<file path="src/rtl/blake2s_block_feeder.sv">
// blake2s_block_feeder: packs a byte stream into zero-padded 64-byte BLAKE2s blocks.
// Optional: define BLAKE2S_FEEDER_PINGPONG_EN to fill one buffer while the other drains.
module blake2s_block_feeder #(
  parameter int BB = 64
) (
  input  logic        clk,
  input  logic        reset,
  input  logic        valid_i,
  input  logic [7:0]  data_i,
  input  logic        last_i,
  input  logic        msg_empty_i,
  output logic        ready_o,
  input  logic        hash_ready_i,
  output logic        data_v_o,
  output logic [7:0]  data_o,
  output logic [5:0]  data_idx_o,
  output logic        block_first_o,
  output logic        block_last_o,
  output logic [63:0] ll_o
);

`ifdef BLAKE2S_FEEDER_PINGPONG_EN
  localparam int   NB = 2;
  localparam logic PP = 1'b1;
`else
  localparam int   NB = 1;
  localparam logic PP = 1'b0;
`endif

  typedef enum logic [1:0] {FILL, WAIT, DRAIN} state_t;

  state_t        state_q, state_d;
  logic [7:0]    buf_q [NB][BB];
  logic [6:0]    cnt_q [NB];
  logic [6:0]    cnt_d [NB];
  logic [NB-1:0] full_q, full_d;
  logic [NB-1:0] lst_q, lst_d;
  logic [NB-1:0] fst_q, fst_d;
  logic          wp_q, wp_d;
  logic          rp_q, rp_d;
  logic          first_q, first_d;
  logic [5:0]    idx_q, idx_d;
  logic [63:0]   ll_q, ll_d;
  logic          acc, empty, fill_done, drain_done, lpend;

  // A pending last block stalls input so ll stays frozen until it drains.
  assign lpend      = |(full_q & lst_q);
  assign ready_o    = ~full_q[wp_q] & ~lpend;
  assign acc        = valid_i & ready_o;
  assign empty      = msg_empty_i & ~valid_i & ready_o
                    & (cnt_q[wp_q] == 7'd0);
  assign fill_done  = (acc & (last_i | (cnt_q[wp_q] == 7'd63)))
                    | empty;
  assign drain_done = (state_q == DRAIN) & (idx_q == 6'd63);

  always_comb begin
    state_d = state_q;
    cnt_d   = cnt_q;
    full_d  = full_q;
    lst_d   = lst_q;
    fst_d   = fst_q;
    wp_d    = wp_q;
    rp_d    = rp_q;
    first_d = first_q;
    idx_d   = idx_q;
    ll_d    = ll_q;
    if (acc) begin
      cnt_d[wp_q] = cnt_q[wp_q] + 7'd1;
      ll_d        = ll_q + 64'd1;
    end
    if (fill_done) begin
      full_d[wp_q] = 1'b1;
      lst_d[wp_q]  = acc ? last_i : 1'b1;
      fst_d[wp_q]  = first_q;
      first_d      = acc ? last_i : 1'b1;
      wp_d         = wp_q ^ PP;
    end
    if (drain_done) begin
      full_d[rp_q] = 1'b0;
      cnt_d[rp_q]  = 7'd0;
      rp_d         = rp_q ^ PP;
      if (lst_q[rp_q]) ll_d = '0;
    end
    unique case (state_q)
      FILL:  if (full_d[rp_q]) state_d = WAIT;
      WAIT:  if (hash_ready_i) state_d = DRAIN;
      DRAIN: begin
        idx_d = idx_q + 6'd1;
        if (drain_done) state_d = full_d[rp_d] ? WAIT : FILL;
      end
      default: state_d = FILL;
    endcase
  end

  always_ff @(posedge clk) begin
    if (reset) begin
      state_q <= FILL;
      full_q  <= '0;
      lst_q   <= '0;
      fst_q   <= '0;
      wp_q    <= 1'b0;
      rp_q    <= 1'b0;
      first_q <= 1'b1;
      idx_q   <= '0;
      ll_q    <= '0;
      for (int i = 0; i < NB; i++) cnt_q[i] <= '0;
    end else begin
      state_q <= state_d;
      full_q  <= full_d;
      lst_q   <= lst_d;
      fst_q   <= fst_d;
      wp_q    <= wp_d;
      rp_q    <= rp_d;
      first_q <= first_d;
      idx_q   <= idx_d;
      ll_q    <= ll_d;
      cnt_q   <= cnt_d;
    end
  end

  always_ff @(posedge clk) begin
    if (acc) buf_q[wp_q][cnt_q[wp_q][5:0]] <= data_i;
  end

  always_comb begin
    data_v_o   = 1'b0;
    data_o     = '0;
    data_idx_o = '0;
    if (state_q == DRAIN) begin
      data_v_o   = 1'b1;
      data_idx_o = idx_q;
      if ({1'b0, idx_q} < cnt_q[rp_q]) data_o = buf_q[rp_q][idx_q];
    end
  end

  assign block_first_o = (state_q == FILL) ? first_q : fst_q[rp_q];
  assign block_last_o  = (state_q != FILL) & lst_q[rp_q];
  assign ll_o          = ll_q;

endmodule

</file>
<file path="config.mk">
export PLATFORM = sky130hd
export DESIGN_NAME = blake2s_block_feeder
export DESIGN_NICKNAME = d
export VERILOG_FILES = /design/src/rtl/blake2s_block_feeder.sv
export SDC_FILE = /design/constraint.sdc
export NUM_CORES = 1
export LEC_CHECK = 0
export BUFFER_PORTS_ARGS = -buffer_cell sky130_fd_sc_hd__buf_2
export CORE_UTILIZATION = 55
export CTS_CLUSTER_SIZE = 25
export DETAILED_ROUTE_END_ITERATION = 10
export PLACE_DENSITY = 0.79
export SLEW_MARGIN = 20
export SYNTH_ARGS = -nofsm -noshare
export SYNTH_HDL_FRONTEND = slang
export SYNTH_SLANG_ARGS = --single-unit
</file>
<file path="constraint.sdc">
create_clock -name clk -period 2.9 [get_ports clk]
set_clock_uncertainty 0.2 [all_clocks]
set_input_delay 0.58 -clock clk [delete_from_list [all_inputs] [get_ports clk]]
set_output_delay 0.58 -clock clk [all_outputs]
set_load 0.1 [all_outputs]
</file>
# Yosys cells after proc, flatten, opt, wreduce, memory -nomap -nowiden
# Memories as Yosys holds them, arrays and structs flattened.
# Index checks and enable logic that the tools add are counted.
# totals
n_memories	1
word_cells	68
ram_bits	512
output_inout_bits	82
regBits	83
in_bits	14
# mem_list
name	depth	width	read_ports	rd_clocked_by_memory_dff	wr	line_no	rtl
buf_q	1	512	1	0	1	33	logic [7:0] buf_q [NB][BB];
# classes
reduce_logical	6
bitwise_logic	16
n_eq_ne	7
n_addsub	3
magnitude_cmp	4
mux	23
# op_table
operator	n
512-bit 2-to-1 mux	1
64-bit 2-to-1 mux	3
64-bit by 1-bit adder with 64-bit output, second input constant	1
8-bit binary-select mux with 6-bit select	1
8-bit demux with 6-bit select	1
8-bit 2-to-1 mux	5
7-bit >= comparator, second input constant	2
6-bit NOT with 7-bit output	2
1-bit bitwise AND	9
7-bit by 1-bit adder with 7-bit output, second input constant	1
7-bit by 6-bit equality test with 1-bit output, second input constant	1
7-bit logical NOT	1
6-bit by 7-bit < comparator with 1-bit output	1
7-bit by 1-bit < comparator with 1-bit output, second input constant	1
1-bit 2-to-1 mux	7
6-bit by 1-bit adder with 6-bit output, second input constant	1
6-bit equality test, second input constant	1
2-bit 2-to-1 mux	3
6-bit 2-to-1 mux	1
2-bit inequality test, second input constant	3
2-bit case mux with 3 select lines	1
1-bit NOT	3
3-bit AND reduction	1
2-bit by 1-bit equality test with 1-bit output, second input constant	1
other kinds (6)	7

# Depth between registers and ports, before layout
# logic_depth
word_depth	11
ltp_mapped	11

# Worst setup path after synthesis
# No wires, ideal clock.
# synth_timing
kind	flip-flop to output port
start	register cnt_q[2] in the netlist's numbering
end	output data_o[6]
path_stages_with_launch	9
path_buffers	2
t_arrival_ns	4.669
setup_slack_ns	-2.549
t_required_ns	2.120
path_cell_list	dfxtp_1 > clkbuf_1 > inv_1 > ha_1 > o211ai_1 > o21ai_1 > a31o_2 > buf_1 > o41ai_1
# synth_between
elab_chain_len	3
# synth_lines
item	line_no	rtl
start, declared	34	logic [6:0] cnt_q [NB];
start signal, assigned	117	cnt_q <= cnt_d;
6-bit by 7-bit < comparator with 1-bit output	132	if ({1'b0, idx_q} < cnt_q[rp_q]) data_o = buf_q[rp_q][idx_q];
8-bit 2-to-1 mux	132	
8-bit 2-to-1 mux	129	if (state_q == DRAIN) begin
end, declared	15	output logic [7:0] data_o,
# No other way between the ends.

# Final worst setup path
# layout_timing
start	register idx_q[0]
end	output data_o[0]
# layout_between
elab_chain_len	6
# layout_lines
item	line_no	rtl
start, declared	42	logic [5:0] idx_q, idx_d;
start signal, assigned	115	idx_q <= idx_d;
6-bit NOT with 7-bit output (implied by the code)	132	
8-bit binary-select mux with 6-bit select	132	
8-bit 2-to-1 mux (implied by the code) (2 in a row)	132	
8-bit 2-to-1 mux (*)	132	
8-bit 2-to-1 mux (*)	129	
# Mark *: on every way between the ends. The rest lies on a longest branch, timed or not. The select of a mux whose other input is x is not followed.

==> summary.md <==
| Metric | Value |
|---|---|
| Num rows | 76 |
| Syn Nets | 1493 |
| EDFF count, synth | 512 |
| Ys async rst share | 0 |
| Max Root-Sink Buffers | 3 |
| Post-synthesis cell type count | 61 |
| Die Y | 210.7 um |
| Drt drc | 0 |
| Flop pwr share | 0.512 |
| Final Wtd Congestion | 0.8707 |
| Crit Path Category | register to output pin |
| Layout Area Growth over Synthesis | 23.27% |
| Final Cell Area | 0.02953 mm^2 |
| WL/cell | 26.05 um |
| Drt initial violations | 1740 |
| Hold Path Class | input port to register |
| Unrepaired setup endpoints after global routing | true |
| Detail-routed via count per cell | 6.195 |
| CTS clk-pin slew, worst paths | 0.06 ns |
| Die Wd | 210.7 um |
| Worst slew margin relative to its limit | 0.3805 |
| Mapped cell area | 0.02396 mm^2 |
| Failing checks | setup timing |
| Critical Path Sink Type | output pin |
| Vias in the first global route | 15060 |
| Final hold violation count | 0 |
| Gate Count Post-Synth | 1470 |
| Pint | 0.01434 W |
| Final setup vio count | 8 |
| Maximum clock frequency | 263.9 MHz |
| CP Launch Type | register |
| Comb power frac | 0.062 |
| Cts bufs inserted | 58 |
| GR Util All Layers | 0.2869 |
| Maxcap violations | 0 |
| Total power | 0.01824 W |
| Net Sw Frac | 0.2137 |
| Worst Tran Pin Value | 0.9293 ns |
| Die Footprint | 0.04440 mm^2 |
| CP required | 2.12 ns |
| First-pass GRT wire length | 92680 um |
| Synthesis Warnings | 0 |
| Placed cell areas | 0.02687 mm^2 |
| Post-synth top flop | edfxtp_1 |
| Root Driver | clkbuf_16 |
| Leakage | 9.830 nW |
| Final Non-Filler Cells | 2421 |
| Post-synthesis sequential area ratio | 0.7111 |
| Critical path arrival | 3.01 ns |
| Io pins | 96 |
| Seq cells post-synth | 595 |
| TritonCTS clock tree | done |
| HPWL after DPL | 38830 um |
| Largest net degree at the start of global routing | 65 |
| PD cells | 617.5 mW/mm^2 |
| Min Tclk post-route | 3.789 ns |
| Initial Utilization | 0.5574 |
| Routed wire length | 63070 um |
| Input/output buffers | 95 |
| VDD IR max | 0.4661 mV |
| Initial antenna violation count | 2 |
| Number of routed nets with antenna violations | 0 |
| Clock Latency Late Sink | 0.61 ns |
| # placed instances | 2292 |
| Core Footprint | 0.04298 mm^2 |
| Worst setup margin | -0.8892 ns |
| Clk pwr share | 0.425 |
| Crit Path Max Fanout | 4 |
| Net Sw Power | 0.003897 W |
| Status | finished, violations left |
| Via Count | 14999 |
| Overflow after GRT | 0 |
| Layout Nets | 1810 |
| H-tree depth | 2 |
| Final Hold Slack | 0.09063 ns |
| Period utilisation layout | 1.307 |
| Mean Syn Cell Area | 16.30 um^2 |
| Final max-slew violation count | 0 |
| Initial DRT Pass Iterations | 8 |
| Layout cells sized above 1 | 0.3342 |
| Num Clock Sinks | 595 |
state kept, by name (all words and copies together) (netlist names):
signal and flops:
buf_q 512, idx_q 6, state_q 2, first_q 1, full_q 1, cnt_q 7
fst_q 1, lst_q 1, ll_o 64
cell usage after synthesis, types with 25 or more instances:
library cell    n  area [um^2]
dfxtp_1        83         1662
nor2_1        157        589.3
o22ai_1        28        175.2
mux4_2         86         1937
o21ai_0        25        125.1
a21oi_1        33        165.2
clkbuf_1       31        116.4
nand2_1        52        195.2
mux2i_1       107         1071
nand3_1        39        195.2
edfxtp_1      512        15370
xnor2_1        35        306.5
path summary, 6_finish.rpt:
path / cells after the start / endpoint / slack, ns / start
worst max-delay path: 9 / data_o[0] / -0.89 / idx_q[0]
worst min-delay path: 2 / lst_q / 0.09 / reset
worst max register to register: 7 / state_q[0] / 0.41 / cnt_q[3]
worst min register to register: 1 / state_q[0] / 0.28 / state_q[1]
kinds of logic (layout without fill, tap and decap cells):
kind of cell	after synthesis	after routing	share of synthesized area
AND/OR/NAND/NOR	377	377	0.07959
adder cells (fa/ha/maj)	9	9	0.004700
XOR/XNOR	57	57	0.02084
AO/OA/AOI/OAI	142	142	0.03708
other	0	2	0
multiplexers	199	199	0.1284
flip-flops	595	595	0.7111
buffers and inverters	91	455	0.01833
metrics by stage:
stage	TNS, ns	setup slack [ns]	utilization
global route	-6.903	-0.9043	0.6870
floorplan	-1.375	-0.4810	-
global placement	-2.252	-0.3706	0.6252
detailed placement	-2.591	-0.4620	0.6252
CTS	-6.544	-0.8692	0.6816
finish	-6.362	-0.8892	0.6871
per-layer routing:
layer  share of wire  global-route usage  routed length, um  vias up
li1                -                   -                  -     6391
met1            0.36              0.3697              22920     7517
met2            0.49              0.4600              30660      907
met3            0.10             0.06913               6496      184
met4           0.047              0.1402               2994        0
met5               0                   0                  0        -
power by group through the flow:
| stage | logic, W | registers (W) | clock network (W) |
|---|---|---|---|
| floorplan | 0.000583 | 0.00955 | 0 |
| global placement | 0.000965 | 0.00953 | 0 |
| detailed placement | 0.000996 | 0.00953 | 0 |
| CTS | 0.00111 | 0.00934 | 0.00780 |
| global route | 0.00118 | 0.00934 | 0.00813 |
| finish | 0.00114 | 0.00934 | 0.00775 |
placed cells by master (no fill, tap or decap), types with 10 or more instances in the layout:
cell,netlist,routed
inv_1,19,19
a21oi_1,33,27
dfxtp_1,83,56
buf_6,4,13
nand3_1,39,36
edfxtp_1,512,512
dfxtp_2,0,24
buf_12,0,27
o22ai_1,28,21
clkbuf_16,0,58
xor2_1,22,22
mux2i_1,107,100
buf_4,14,192
nand4_1,17,17
nor3_1,22,19
nand2_1,52,52
o21ai_1,11,16
nor2_1,157,153
or3_1,19,18
mux4_2,86,86
xnor2_1,35,35
clkinv_2,0,12
o21ai_0,25,15
buf_2,12,86
and3_1,10,10
what timing repair did:
item                                   4_1_cts  5_1_grt
gates resized for setup                     43       58
buffers inserted                            15        2
setup endpoints to repair                    8        9
cloned                                       4        0
pin swaps                                    9       22
endpoints found under the hold margin        1        0
hold buffers                                 1        0
layout make-up:
cell class	instances	area (um^2)
inverters	20	75.07
diodes	2	5.005
fillers	2673	13450
clock inverters	33	379.1
clock buffers	74	1603
multi-input cells	784	6909
repair buffers	328	2751
well taps	585	732.0
flip-flops and latches	595	17080
critical path, cell delays in order (launching register included):
cell and delay [ns]:
dfxtp_4 0.39, buf_12 0.14, buf_12 0.11, mux4_2 0.50, mux2_4 0.28, a22o_1 0.23
o311ai_2 0.30, buf_4 0.20, a21oi_4 0.07, buf_12 0.17
Note: power is estimated with default switching activity, not from simulation.
